===== src/rtl/mem_bus_unit.sv =====
// Load/store unit bridging the pipeline to a single-master memory bus with ACKD_n wait states.
// Decodes size/legality and aligns lanes at acceptance, then runs one bus cycle per request.
module mem_bus_unit #(
  parameter int DATA_W  = 32,
  parameter int ADDR_W  = 32,
  parameter int TIMEOUT = 16
) (
  input  logic              clk,
  input  logic              rst,
  input  logic              req_valid,
  input  logic              req_write,
  input  logic [2:0]        req_funct3,
  input  logic [ADDR_W-1:0] req_addr,
  input  logic [DATA_W-1:0] req_wdata,
  output logic              req_ready,
  output logic              stall,
  output logic              resp_valid,
  output logic [DATA_W-1:0] resp_rdata,
  output logic [1:0]        resp_cause,
  output logic [ADDR_W-1:0] DAD,
  output logic              MREQ,
  output logic              WRITE,
  output logic [1:0]        SIZE,
  output logic [DATA_W-1:0] DDT_o,
  output logic              DDT_oe,
  input  logic [DATA_W-1:0] DDT_i,
  input  logic              ACKD_n
);

  localparam int LANE_W = $clog2(DATA_W/8);
  localparam int CNT_W  = (TIMEOUT > 1) ? $clog2(TIMEOUT) : 1;

  localparam logic [1:0] S_IDLE   = 2'b00;
  localparam logic [1:0] S_ACCESS = 2'b01;
  localparam logic [1:0] S_RESP   = 2'b10;

  localparam logic [1:0] SZ_WORD  = 2'b00;
  localparam logic [1:0] SZ_HALF  = 2'b01;
  localparam logic [1:0] SZ_DWORD = 2'b10;
  localparam logic [1:0] SZ_BYTE  = 2'b11;

  localparam logic [1:0] C_OK      = 2'b00;
  localparam logic [1:0] C_MISALGN = 2'b01;
  localparam logic [1:0] C_ILLEGAL = 2'b10;
  localparam logic [1:0] C_TIMEOUT = 2'b11;

  typedef struct packed {
    logic [ADDR_W-1:0] addr;
    logic [2:0]        funct3;
    logic              write;
    logic [1:0]        size;
    logic [DATA_W-1:0] wdata;
  } acc_t;

  logic [1:0]        state_q, state_d;
  acc_t              acc_q, acc_d;
  logic [CNT_W-1:0]  cnt_q, cnt_d;
  logic [DATA_W-1:0] rdata_q, rdata_d;
  logic [1:0]        cause_q, cause_d;

  logic              dec_legal;
  logic              dec_misalgn;
  logic [1:0]        dec_size;
  logic [DATA_W-1:0] wdata_shift;
  logic [DATA_W-1:0] rd_shift;
  logic [DATA_W-1:0] load_ext;

  // Request decode; the doubleword and word-unsigned encodings exist only on a 64-bit bus
  always_comb begin
    dec_legal = 1'b1;
    dec_size  = SZ_WORD;
    case (req_funct3)
      3'b000, 3'b100: dec_size = SZ_BYTE;
      3'b001, 3'b101: dec_size = SZ_HALF;
      3'b010:         dec_size = SZ_WORD;
      3'b011: begin
        dec_size  = SZ_DWORD;
        dec_legal = (DATA_W == 64);
      end
      3'b110: begin
        dec_size  = SZ_WORD;
        dec_legal = (DATA_W == 64);
      end
      default: dec_legal = 1'b0;
    endcase
  end

  always_comb begin
    case (dec_size)
      SZ_HALF:  dec_misalgn = req_addr[0];
      SZ_WORD:  dec_misalgn = (req_addr[1:0] != 2'b00);
      SZ_DWORD: dec_misalgn = (req_addr[2:0] != 3'b000);
      default:  dec_misalgn = 1'b0;
    endcase
  end

  assign wdata_shift = req_wdata << {req_addr[LANE_W-1:0], 3'b000};

  // Load path: bring the addressed lane down to bit 0, then extend by funct3
  assign rd_shift = DDT_i >> {acc_q.addr[LANE_W-1:0], 3'b000};

  always_comb begin
    case (acc_q.funct3)
      3'b000:  load_ext = DATA_W'($signed(rd_shift[7:0]));
      3'b100:  load_ext = DATA_W'(rd_shift[7:0]);
      3'b001:  load_ext = DATA_W'($signed(rd_shift[15:0]));
      3'b101:  load_ext = DATA_W'(rd_shift[15:0]);
      3'b010:  load_ext = DATA_W'($signed(rd_shift[31:0]));
      3'b110:  load_ext = DATA_W'(rd_shift[31:0]);
      default: load_ext = rd_shift;
    endcase
  end

  always_comb begin
    state_d = state_q;
    acc_d   = acc_q;
    cnt_d   = cnt_q;
    rdata_d = rdata_q;
    cause_d = cause_q;
    case (state_q)
      S_IDLE: begin
        if (req_valid) begin
          acc_d.addr   = req_addr;
          acc_d.funct3 = req_funct3;
          acc_d.write  = req_write;
          acc_d.size   = dec_size;
          acc_d.wdata  = wdata_shift;
          rdata_d      = '0;
          // Illegal encoding outranks misalignment; neither starts a bus cycle
          if (!dec_legal) begin
            cause_d = C_ILLEGAL;
            state_d = S_RESP;
          end else if (dec_misalgn) begin
            cause_d = C_MISALGN;
            state_d = S_RESP;
          end else begin
            cause_d = C_OK;
            cnt_d   = '0;
            state_d = S_ACCESS;
          end
        end
      end
      S_ACCESS: begin
        if (ACKD_n) begin
          rdata_d = acc_q.write ? '0 : load_ext;
          cause_d = C_OK;
          state_d = S_RESP;
        end else if ((TIMEOUT != 0) && (cnt_q == CNT_W'(TIMEOUT - 1))) begin
          rdata_d = '0;
          cause_d = C_TIMEOUT;
          state_d = S_RESP;
        end else begin
          cnt_d = cnt_q + CNT_W'(1);
        end
      end
      S_RESP:  state_d = S_IDLE;
      default: state_d = S_IDLE;
    endcase
  end

  always_ff @(posedge clk) begin
    if (rst) begin
      state_q <= S_IDLE;
      acc_q   <= '0;
      cnt_q   <= '0;
      rdata_q <= '0;
      cause_q <= C_OK;
    end else begin
      state_q <= state_d;
      acc_q   <= acc_d;
      cnt_q   <= cnt_d;
      rdata_q <= rdata_d;
      cause_q <= cause_d;
    end
  end

  assign req_ready  = (state_q == S_IDLE);
  assign stall      = ((state_q == S_IDLE) && req_valid) || (state_q == S_ACCESS);
  assign resp_valid = (state_q == S_RESP);
  assign resp_rdata = rdata_q;
  assign resp_cause = cause_q;

  assign DAD    = acc_q.addr;
  assign MREQ   = (state_q == S_ACCESS);
  assign WRITE  = acc_q.write;
  assign SIZE   = acc_q.size;
  assign DDT_o  = acc_q.wdata;
  assign DDT_oe = (state_q == S_ACCESS) && acc_q.write;

endmodule


===== config.mk =====
export PLATFORM = sky130hd
export DESIGN_NAME = mem_bus_unit
export DESIGN_NICKNAME = d
export VERILOG_FILES = /design/src/rtl/mem_bus_unit.sv
export SDC_FILE = /design/constraint.sdc
export NUM_CORES = 1
export LEC_CHECK = 0
export CORE_MARGIN = 2
export CORE_UTILIZATION = 40
export CTS_CLUSTER_SIZE = 24
export DETAILED_ROUTE_END_ITERATION = 10
export PLACE_DENSITY = 0.77
export SYNTH_ARGS = -nofsm -noshare
export SYNTH_HDL_FRONTEND = slang
export SYNTH_SLANG_ARGS = --single-unit

===== constraint.sdc =====
create_clock -name clk -period 2 [get_ports clk]
set_clock_uncertainty 0.2 [all_clocks]
set_input_delay 0.4 -clock clk [delete_from_list [all_inputs] [get_ports clk]]
set_output_delay 0.4 -clock clk [all_outputs]
set_load 0.01 [all_outputs]

# == Word level (Yosys, flattened, before mapping) ==
# Cells that the tools add are included.
# totals
reg_bits,110
inputBits,104
word_cells,75
out_inout_bits,106
# classes
n_addsub,1
mux,27
reduce_logical,17
n_eq_ne,19
n_shift,2
# ops
operator,n
2-to-1 mux 32 bit,4
case mux 32 bit (4 select lines),1
case mux 32 bit (2 select lines),1
left shift 32 x 5 -> 32 bit,1
>> shifter 32 x 5 -> 32 bit,1
2-to-1 mux 4 bit,5
2-to-1 mux 2 bit,9
equality test 3 bit (second input constant),4
!= test 2 bit (second input constant),4
case mux 2 bit (2 select lines),2
case mux 4 bit (2 select lines),1
equality test 3 x 1 -> 1 bit (second input constant),2
equality test 3 x 2 -> 1 bit (second input constant),2
zero test 3 bit,2
case mux 2 bit (3 select lines),1
AND reduction 6 bit,1
OR reduction 5 bit,1
adder 4 x 1 -> 4 bit (second input constant),1
equality test 2 x 1 -> 1 bit (second input constant),2
equality test 2 bit (second input constant),2
equality test 4 bit (second input constant),1
zero test 2 bit,2
AND reduction 2 bit,2
nonzero test 2 bit,2
other kinds (9),12

# == Longest topological paths before layout ==
# Gate-level depths: netlist of run 1.
# logic_depth
depth_word,9
mapped_depth,7
depth_no_buf,5

# == Worst setup path after synthesis of run 1 ==
# No wires, ideal clock.
# synth_path
kind,flip-flop to flip-flop
startpoint,register acc_q (netlist bit DAD[1])
endpoint,"register rdata_q[10], in the netlist resp_rdata[10]"
arrival_time_ns,1.561
required_ns,1.677
period_less_slack_ns,1.885
path_slack_ns,0.115
setup_ns,0.123
stages_incl_launch_ff,6
cell_sequence,dfxtp_1 mux4_1 and3b_1 clkbuf_2 a221oi_1 o2bb2ai_1
# synth_via
elab_chain_len,5
# synth_rtl
item,line_no,text
from (decl),56,"acc_t acc_q, acc_d;"
from (signal assigned),164,acc_q <= '0;
from (signal assigned),170,acc_q <= acc_d;
>> shifter 32 x 5 -> 32 bit,100,"assign rd_shift = DDT_i >> {acc_q.addr[LANE_W-1:0], 3'b000};"
case mux 32 bit (4 select lines),103,case (acc_q.funct3)
2-to-1 mux 32 bit,145,rdata_d = acc_q.write ? '0 : load_ext;
2-to-1 mux 32 bit,144,if (ACKD_n) begin
case mux 32 bit (2 select lines),120,case (state_q)
to (signal assigned),172,rdata_q <= rdata_d;
to (decl),58,"logic [DATA_W-1:0] rdata_q, rdata_d;"
# Every way passes these cells.
# A chain may end at the register's enable or synchronous reset.

# == Worst setup path in the final report of run 1 ==
# layout_path
startpoint,input DDT_i[15]
endpoint,"register rdata_q[12], in the netlist resp_rdata[12]"
# layout_via
elab_chain_len,5
# layout_rtl
item,line_no,text
from (decl),26,"input logic [DATA_W-1:0] DDT_i,"
>> shifter 32 x 5 -> 32 bit,100,
case mux 32 bit (4 select lines),103,
2-to-1 mux 32 bit,145,
2-to-1 mux 32 bit,144,
case mux 32 bit (2 select lines),120,
# Every way passes these cells.

==> impl_metrics.xml, run 1 <==
<?xml version="1.0" encoding="UTF-8"?>
<metrics>
  <group name="worst_setup_path">
    <metric name="cp_data_arrival_time" unit="ns">2.04</metric>
    <metric name="maximum_fanout_along_the_worst_path" unit="">8</metric>
    <metric name="reg2reg_from" unit="">DAD[1]</metric>
    <metric name="timing.reg2reg.worst_path_depth" unit="">4</metric>
    <metric name="critPathMaxStageDelay" unit="ns">0.50</metric>
    <metric name="crit_chain" unit="">clkdlybuf4s50_1, mux4_2, and3b_2, a221oi_2, o2bb2ai_1</metric>
    <metric name="regToRegSetupSlack" unit="ns">0.08</metric>
    <metric name="critPathLaunchType" unit="">primary input</metric>
    <metric name="crit_required" unit="ns">2.02</metric>
    <metric name="end_kind" unit="">flip-flop</metric>
    <metric name="end_of_the_worst_register_to_register_path" unit="">resp_rdata[12]</metric>
    <metric name="critical_path_class" unit="">primary input to flip-flop</metric>
    <metric name="critPathSlowestCell" unit="">sky130_fd_sc_hd__mux4_2</metric>
  </group>
  <group name="logic_synthesis">
    <metric name="synth.most_common_cell" unit="">sky130_fd_sc_hd__dfxtp_1</metric>
    <metric name="yosys.cell_types.count" unit="">45</metric>
    <metric name="synth-xor-area-share" unit="%">0</metric>
    <metric name="mappedNetlistNets" unit="">724</metric>
    <metric name="yosysTopAreaCellShare" unit="%">40.2</metric>
    <metric name="synthCells" unit="">619</metric>
    <metric name="yosysSeqAreaShare" unit="%">40.2</metric>
    <metric name="synth.top_cells.by_count" unit="">110 x sky130_fd_sc_hd__dfxtp_1, 97 x sky130_fd_sc_hd__nand2_1, 72 x sky130_fd_sc_hd__a21oi_1</metric>
    <metric name="muxShareOfSynthArea" unit="%">11.8</metric>
    <metric name="synth_compound_gate_area_share" unit="%">17.9</metric>
    <metric name="netlist_top_cells_area" unit="">sky130_fd_sc_hd__dfxtp_1 40%, sky130_fd_sc_hd__buf_4 9.6%, sky130_fd_sc_hd__nand2_1 6.7%, sky130_fd_sc_hd__a21oi_1 6.6%, sky130_fd_sc_hd__mux2_2 4.7%</metric>
    <metric name="synth-simple-area-share" unit="%">15.7</metric>
    <metric name="async_flop_share" unit="%">0</metric>
    <metric name="synth_area" unit="um2">5470</metric>
    <metric name="postSynth.topFlopCell" unit="">sky130_fd_sc_hd__dfxtp_1</metric>
    <metric name="syn_area_per_cell" unit="um2">8.84</metric>
    <metric name="ys_ff_latch" unit="">110</metric>
    <metric name="synth_top_family_by_area" unit="">compound AO/OA/AOI/OAI gates</metric>
    <metric name="synth_adder_area_share" unit="%">0.229</metric>
    <metric name="synth_enable_flop_cells" unit="">0</metric>
    <metric name="yosysTopAreaCell" unit="">sky130_fd_sc_hd__dfxtp_1</metric>
    <metric name="ys_warnings" unit="">0</metric>
  </group>
  <group name="floorplanning">
    <metric name="starting_density_of_the_core" unit="%">41.2</metric>
    <metric name="chipWidth" unit="um">121</metric>
    <metric name="die_area" unit="um2">14600</metric>
    <metric name="die_h" unit="um">121</metric>
    <metric name="io_pins" unit="">210</metric>
    <metric name="core-area" unit="um2">13300</metric>
    <metric name="fp-row-count" unit="">42</metric>
  </group>
  <group name="worst_hold_path">
    <metric name="worstHoldPathCells" unit="">2</metric>
    <metric name="min_path_type" unit="">flip-flop to flip-flop</metric>
    <metric name="min_from" unit="">DAD[11]</metric>
    <metric name="hold_end" unit="">DAD[11]</metric>
  </group>
  <group name="place">
    <metric name="place_ws" unit="ns">-0.428</metric>
    <metric name="place.detailed.instances" unit="">939</metric>
    <metric name="port_buffers" unit="">209</metric>
    <metric name="post-dp-hpwl" unit="um">12800</metric>
    <metric name="globalplace.congestion" unit="">0.940</metric>
    <metric name="place_area" unit="um2">7510</metric>
  </group>
  <group name="layout">
    <metric name="syn2layout_area_growth" unit="%">43.7</metric>
    <metric name="final_area" unit="um2">7860</metric>
    <metric name="post_route_cells_drive_above_1_share" unit="%">16.2</metric>
    <metric name="final_core_utilization" unit="%">59.1</metric>
    <metric name="final_net_count" unit="">879</metric>
    <metric name="non_filler_instance_count_after_layout" unit="">955</metric>
    <metric name="antennaDiodeCount" unit="">0</metric>
  </group>
  <group name="timing">
    <metric name="max_slew.worst_pin.slew" unit="ns">0.751</metric>
    <metric name="setup-violations-final" unit="">1</metric>
    <metric name="unrepaired_setup_endpoints_after_global_routing" unit="">true</metric>
    <metric name="setup_slack" unit="ns">-0.0152</metric>
    <metric name="fmaxAchievable" unit="MHz">496</metric>
    <metric name="finalHoldViolCount" unit="">0</metric>
    <metric name="timing.slew.headroom" unit="%">49.7</metric>
    <metric name="final.hold.worst_slack" unit="ns">0.255</metric>
    <metric name="period_needed" unit="ns">2.02</metric>
    <metric name="period_share" unit="%">101</metric>
    <metric name="slew_violations" unit="">0</metric>
  </group>
  <group name="global_routing">
    <metric name="grt_start_max_net_pins" unit="">64</metric>
    <metric name="antenna_violations_before_repair" unit="">0</metric>
    <metric name="globalRouteTotalUtil" unit="%">22.2</metric>
    <metric name="grt_pass1_wl" unit="um">25700</metric>
    <metric name="first_global_vias" unit="">4944</metric>
    <metric name="grt_overflow_total" unit="">0</metric>
  </group>
  <group name="drt">
    <metric name="drc_errors" unit="">0</metric>
    <metric name="count_of_routing_violations_after_the_opening_detailed_route_iteration" unit="">272</metric>
    <metric name="via_per_inst" unit="">5.27</metric>
    <metric name="totalWireLength" unit="um">16700</metric>
    <metric name="vias_post_dr" unit="">5032</metric>
    <metric name="drtPass1Iterations" unit="">5</metric>
    <metric name="ant_nets" unit="">0</metric>
    <metric name="post_drt_wl_per_cell" unit="um">17.5</metric>
  </group>
  <group name="cts">
    <metric name="cts_buffer_depth" unit="">2</metric>
    <metric name="cts_hold_buffers" unit="">0</metric>
    <metric name="clock_latency" unit="ns">0.34</metric>
    <metric name="clock_sink_count" unit="">110</metric>
    <metric name="path_clk_slew" unit="ns">0.07</metric>
    <metric name="tritoncts" unit="">yes</metric>
    <metric name="numCtsBuffers" unit="">9</metric>
    <metric name="cts_htree_levels" unit="">3</metric>
    <metric name="clockRootBuffer" unit="">sky130_fd_sc_hd__clkbuf_16</metric>
  </group>
  <group name="power_and_ir_drop">
    <metric name="p_clk_share" unit="%">30.9</metric>
    <metric name="switching_power" unit="mW">1.53</metric>
    <metric name="p_int" unit="mW">3.96</metric>
    <metric name="power_per_cell_area" unit="nW/um2">698</metric>
    <metric name="vdd_ir_drop_max" unit="mV">0.396</metric>
    <metric name="sequential_power_share" unit="%">43.7</metric>
    <metric name="combinationalPowerShare" unit="%">25.4</metric>
    <metric name="leakage_power_total" unit="nW">2.97</metric>
    <metric name="power.switching_fraction" unit="%">27.9</metric>
  </group>
  <group name="run">
    <metric name="drv_cap" unit="">0</metric>
  </group>
  <group name="outcome">
    <metric name="outcome" unit="">complete, but fails checks</metric>
    <metric name="violations" unit="">negative setup slack</metric>
  </group>
</metrics>
[registers in the layout (all words and copies together), names as in the netlist]
register and cells:
acc_q 3, DAD 32, SIZE 2, resp_rdata 32
resp_cause 2, state_q 2, DDT_o 32, WRITE 1
cnt_q 4
[per-layer routing]
metal | routed length (um) | global-route usage (%) | up-vias
li1 | - | - | 2418
met5 | 0 | 0 | -
met1 | 6980 | 28.1 | 2394
met3 | 988 | 4.51 | 33
met2 | 8290 | 37.1 | 187
met4 | 462 | 8.65 | 0
[how the worst max path moves through the flow]
stage	end	depth (start not counted)	start	slack, ns
after floorplan	resp_rdata[10]	5	DAD[1]	0.12
after global placement	resp_rdata[23]	5	DDT_i[31]	-0.33
after detailed placement	resp_rdata[12]	5	DDT_i[31]	-0.43
after CTS	resp_rdata[31]	5	DDT_i[31]	-0.006
after global routing	resp_rdata[12]	5	DDT_i[15]	-0.04
final	resp_rdata[12]	5	DDT_i[15]	-0.02
[power groups by stage]
stage / registers, mW / clock network [mW] / logic (mW)
5_1_grt: 2.41 / 1.82 / 1.49
6_report: 2.40 / 1.70 / 1.39
3_3_place_gp: 2.44 / 0 / 1.34
2_1_floorplan: 2.43 / 0 / 0.759
4_1_cts: 2.40 / 1.75 / 1.36
3_5_place_dp: 2.45 / 0 / 1.36
[layout by cell type (no fill, tap or decap), types with 4 or more instances in the layout]
master	n
sky130_fd_sc_hd__a211oi_1	9
sky130_fd_sc_hd__nor3_1	10
sky130_fd_sc_hd__buf_12	8
sky130_fd_sc_hd__dfxtp_1	105
sky130_fd_sc_hd__nor2b_1	4
sky130_fd_sc_hd__a221oi_2	7
sky130_fd_sc_hd__a21oi_1	72
sky130_fd_sc_hd__dlygate4sd2_1	6
sky130_fd_sc_hd__mux4_2	8
sky130_fd_sc_hd__nand2_1	97
sky130_fd_sc_hd__a22oi_1	8
sky130_fd_sc_hd__a221o_1	16
sky130_fd_sc_hd__clkdlybuf4s50_1	199
sky130_fd_sc_hd__nand3b_1	4
sky130_fd_sc_hd__buf_4	45
sky130_fd_sc_hd__o2bb2ai_1	8
sky130_fd_sc_hd__nor2_1	44
sky130_fd_sc_hd__o211ai_1	9
sky130_fd_sc_hd__nand2b_1	4
sky130_fd_sc_hd__o21ai_0	7
sky130_fd_sc_hd__mux2_2	23
sky130_fd_sc_hd__clkbuf_16	9
sky130_fd_sc_hd__nand3_1	13
sky130_fd_sc_hd__mux2i_1	19
[worst max-delay path: cells and delay by family]
family                 cells  cell delay [ns]
multiplexers               1             0.50
buffers and inverters      1             0.46
AO/OA/AOI/OAI              2             0.37
AND/OR/NAND/NOR            1             0.31
[metrics by stage]
step / setup TNS [ns] / total power [mW]
after floorplan: 0 / 3.19
after CTS: -0.0152 / 5.51
after detailed placement: -24.13 / 3.81
after global placement: -21.47 / 3.78
after global routing: -0.0427 / 5.73
final: -0.0152 / 5.49
[final cells by class]
type	count	area (um2)
Inverter	2	7.51
Clock buffer	10	239
Fill cell	1145	5430
Timing Repair Buffer	262	2580
Multi-Input combinational cell	389	2560
Clock inverter	6	45.0
Sequential cell	110	2210
Tap cell	176	220
[cells by family after synthesis]
group	Yosys count
AO/OA/AOI/OAI	145
multiplexers	51
flip-flops	110
buffers and inverters	120
AND/OR/NAND/NOR	192
adder cells (fa/ha/maj)	1
[repair_timing]
item / 4_1_cts / 5_1_grt
resized for setup: 16 / 16
setup endpoints to repair: 17 / 29
buffers inserted: 0 / 0
Note: power is estimated with default switching activity, not from simulation.
==> run 2, diff against run 1 <==
Settings changed: SKIP_CTS_REPAIR_TIMING from default to 1.
==> impl_metrics.xml, run 2 (synthesized netlist as in run 1, its figures left out) <==
<?xml version="1.0" encoding="UTF-8"?>
<metrics>
  <group name="power_and_ir_drop">
    <metric name="power.total" unit="mW">5.49</metric>
    <metric name="power_per_cell_area" unit="nW/um2">695</metric>
    <metric name="leakage_power_total" unit="nW">3.06</metric>
    <metric name="vdd_ir_drop_max" unit="mV">0.391</metric>
  </group>
  <group name="place">
    <metric name="globalplace.congestion" unit="">0.940</metric>
    <metric name="place_area" unit="um2">7510</metric>
    <metric name="post-dp-hpwl" unit="um">12800</metric>
    <metric name="port_buffers" unit="">209</metric>
  </group>
  <group name="worst_setup_path">
    <metric name="critPathLaunchType" unit="">primary input</metric>
    <metric name="end_kind" unit="">flip-flop</metric>
    <metric name="crit_required" unit="ns">2.02</metric>
    <metric name="critical_path_class" unit="">primary input to flip-flop</metric>
    <metric name="maximum_fanout_along_the_worst_path" unit="">8</metric>
    <metric name="cp_data_arrival_time" unit="ns">1.99</metric>
  </group>
  <group name="cts">
    <metric name="clockRootBuffer" unit="">sky130_fd_sc_hd__clkbuf_16</metric>
    <metric name="clock_latency" unit="ns">0.34</metric>
    <metric name="path_clk_slew" unit="ns">0.07</metric>
    <metric name="cts_buffer_depth" unit="">2</metric>
    <metric name="tritoncts" unit="">yes</metric>
    <metric name="cts_htree_levels" unit="">3</metric>
    <metric name="clock_sink_count" unit="">110</metric>
    <metric name="numCtsBuffers" unit="">9</metric>
  </group>
  <group name="floorplanning">
    <metric name="die_h" unit="um">121</metric>
    <metric name="die_area" unit="um2">14600</metric>
    <metric name="fp-row-count" unit="">42</metric>
    <metric name="core-area" unit="um2">13300</metric>
    <metric name="io_pins" unit="">210</metric>
    <metric name="starting_density_of_the_core" unit="%">41.2</metric>
    <metric name="chipWidth" unit="um">121</metric>
  </group>
  <group name="timing">
    <metric name="fmaxAchievable" unit="MHz">508</metric>
    <metric name="max_slew.worst_pin.slew" unit="ns">0.733</metric>
    <metric name="period_needed" unit="ns">1.97</metric>
    <metric name="final.hold.worst_slack" unit="ns">0.255</metric>
    <metric name="setup-violations-final" unit="">0</metric>
    <metric name="slew_violations" unit="">0</metric>
    <metric name="timing.slew.headroom" unit="%">51.0</metric>
    <metric name="finalHoldViolCount" unit="">0</metric>
    <metric name="period_share" unit="%">98.4</metric>
  </group>
  <group name="global_routing">
    <metric name="grt_overflow_total" unit="">0</metric>
    <metric name="globalRouteTotalUtil" unit="%">22.2</metric>
    <metric name="grt_pass1_wl" unit="um">25600</metric>
    <metric name="grt_start_max_net_pins" unit="">64</metric>
    <metric name="first_global_vias" unit="">4919</metric>
    <metric name="antenna_violations_before_repair" unit="">0</metric>
  </group>
  <group name="drt">
    <metric name="dr.max_layer_used" unit="">met4</metric>
    <metric name="wl_met2" unit="um">8280</metric>
    <metric name="drc_errors" unit="">0</metric>
    <metric name="ant_nets" unit="">0</metric>
    <metric name="vias_post_dr" unit="">5004</metric>
    <metric name="totalWireLength" unit="um">16700</metric>
    <metric name="via_per_inst" unit="">5.24</metric>
    <metric name="post_drt_wl_per_cell" unit="um">17.5</metric>
    <metric name="m1WireLength" unit="um">7010</metric>
    <metric name="drtPass1Iterations" unit="">5</metric>
    <metric name="routed-wl-met3" unit="um">936</metric>
    <metric name="count_of_routing_violations_after_the_opening_detailed_route_iteration" unit="">318</metric>
  </group>
  <group name="outcome">
    <metric name="outcome" unit="">complete, no violations</metric>
  </group>
  <group name="layout">
    <metric name="post_route_cells_drive_above_1_share" unit="%">16.0</metric>
    <metric name="final_core_utilization" unit="%">59.4</metric>
    <metric name="syn2layout_area_growth" unit="%">44.4</metric>
    <metric name="fillCellCount" unit="">1131</metric>
    <metric name="most-common-layout-cells" unit="">198 x sky130_fd_sc_hd__clkdlybuf4s50_1, 105 x sky130_fd_sc_hd__dfxtp_1, 97 x sky130_fd_sc_hd__nand2_1</metric>
    <metric name="final_area" unit="um2">7900</metric>
    <metric name="antennaDiodeCount" unit="">0</metric>
    <metric name="final_common_cell" unit="">sky130_fd_sc_hd__clkdlybuf4s50_1</metric>
    <metric name="final_net_count" unit="">879</metric>
  </group>
  <group name="worst_hold_path">
    <metric name="min_path_type" unit="">flip-flop to flip-flop</metric>
  </group>
  <group name="run">
    <metric name="drv_cap" unit="">0</metric>
  </group>
</metrics>
-- run 2: cell types whose count changed in the layout (fill, tap and decap cells not counted) --
cell and change:
sky130_fd_sc_hd__mux2i_2 -1, sky130_fd_sc_hd__dlygate4sd2_1 -6, sky130_fd_sc_hd__clkdlybuf4s50_1 -1, sky130_fd_sc_hd__mux2i_4 +1, sky130_fd_sc_hd__dfxtp_2 +1, sky130_fd_sc_hd__dlymetal6s2s_1 +8
sky130_fd_sc_hd__dfxtp_4 -1, sky130_fd_sc_hd__clkbuf_2 -1
-- run 2: final timing paths --
kind / start / to / slack, ns / depth (start not counted)
worst max register to register: DAD[1] / resp_rdata[31] / 0.05 / 5
worst min-delay path: DAD[11] / DAD[11] / 0.25 / 2
worst max-delay path: DDT_i[7] / resp_rdata[15] / 0.03 / 5
worst min register to register: DAD[11] / DAD[11] / 0.25 / 2
-- run 2: through the flow --
stage	setup TNS (ns)	worst slack, ns	cells
final	0	0.0327	955
after global routing	-0.0159	-0.00817	955
after CTS	-1.62	-0.321	955
after detailed placement	-24.13	-0.428	939
after global placement	-21.47	-0.334	939
after floorplan	0	0.115	619
-- run 2: layout make-up --
type                            instances  area (um2)  share of cell area (%)
Multi-Input combinational cell        389        2570                    32.5
Inverter                                2        7.51                  0.0950
Clock inverter                          6        45.0                   0.570
Clock buffer                           10         239                    3.02
Tap cell                              176         220                    2.79
Timing Repair Buffer                  262        2610                    33.0
Sequential cell                       110        2210                    28.0
-- run 2: report_power, final --
group | switching (mW) | internal [mW]
Clock | 0.810 | 0.886
Sequential | 0.0838 | 2.32
Combinational | 0.635 | 0.763
Total | 1.53 | 3.97
-- run 2: worst max-delay path, cell delays in order --
cell                              delay, ns
sky130_fd_sc_hd__clkdlybuf4s50_1       0.45
sky130_fd_sc_hd__mux4_2                0.50
sky130_fd_sc_hd__and3b_2               0.31
sky130_fd_sc_hd__a21oi_1               0.23
sky130_fd_sc_hd__o2bb2ai_1             0.10
-- run 2: layer usage --
metal	GRT usage, %	vias up
li1	-	2422
met1	28.0	2384
met2	37.2	169
met3	4.56	29
met4	8.21	0
met5	0	-
==> run 3, diff against run 2 <==
Settings changed: CTS_CLUSTER_DIAMETER from default to 40.
==> results of run 3 <==
Final layout, timing and power as in run 2 (identical DEF).
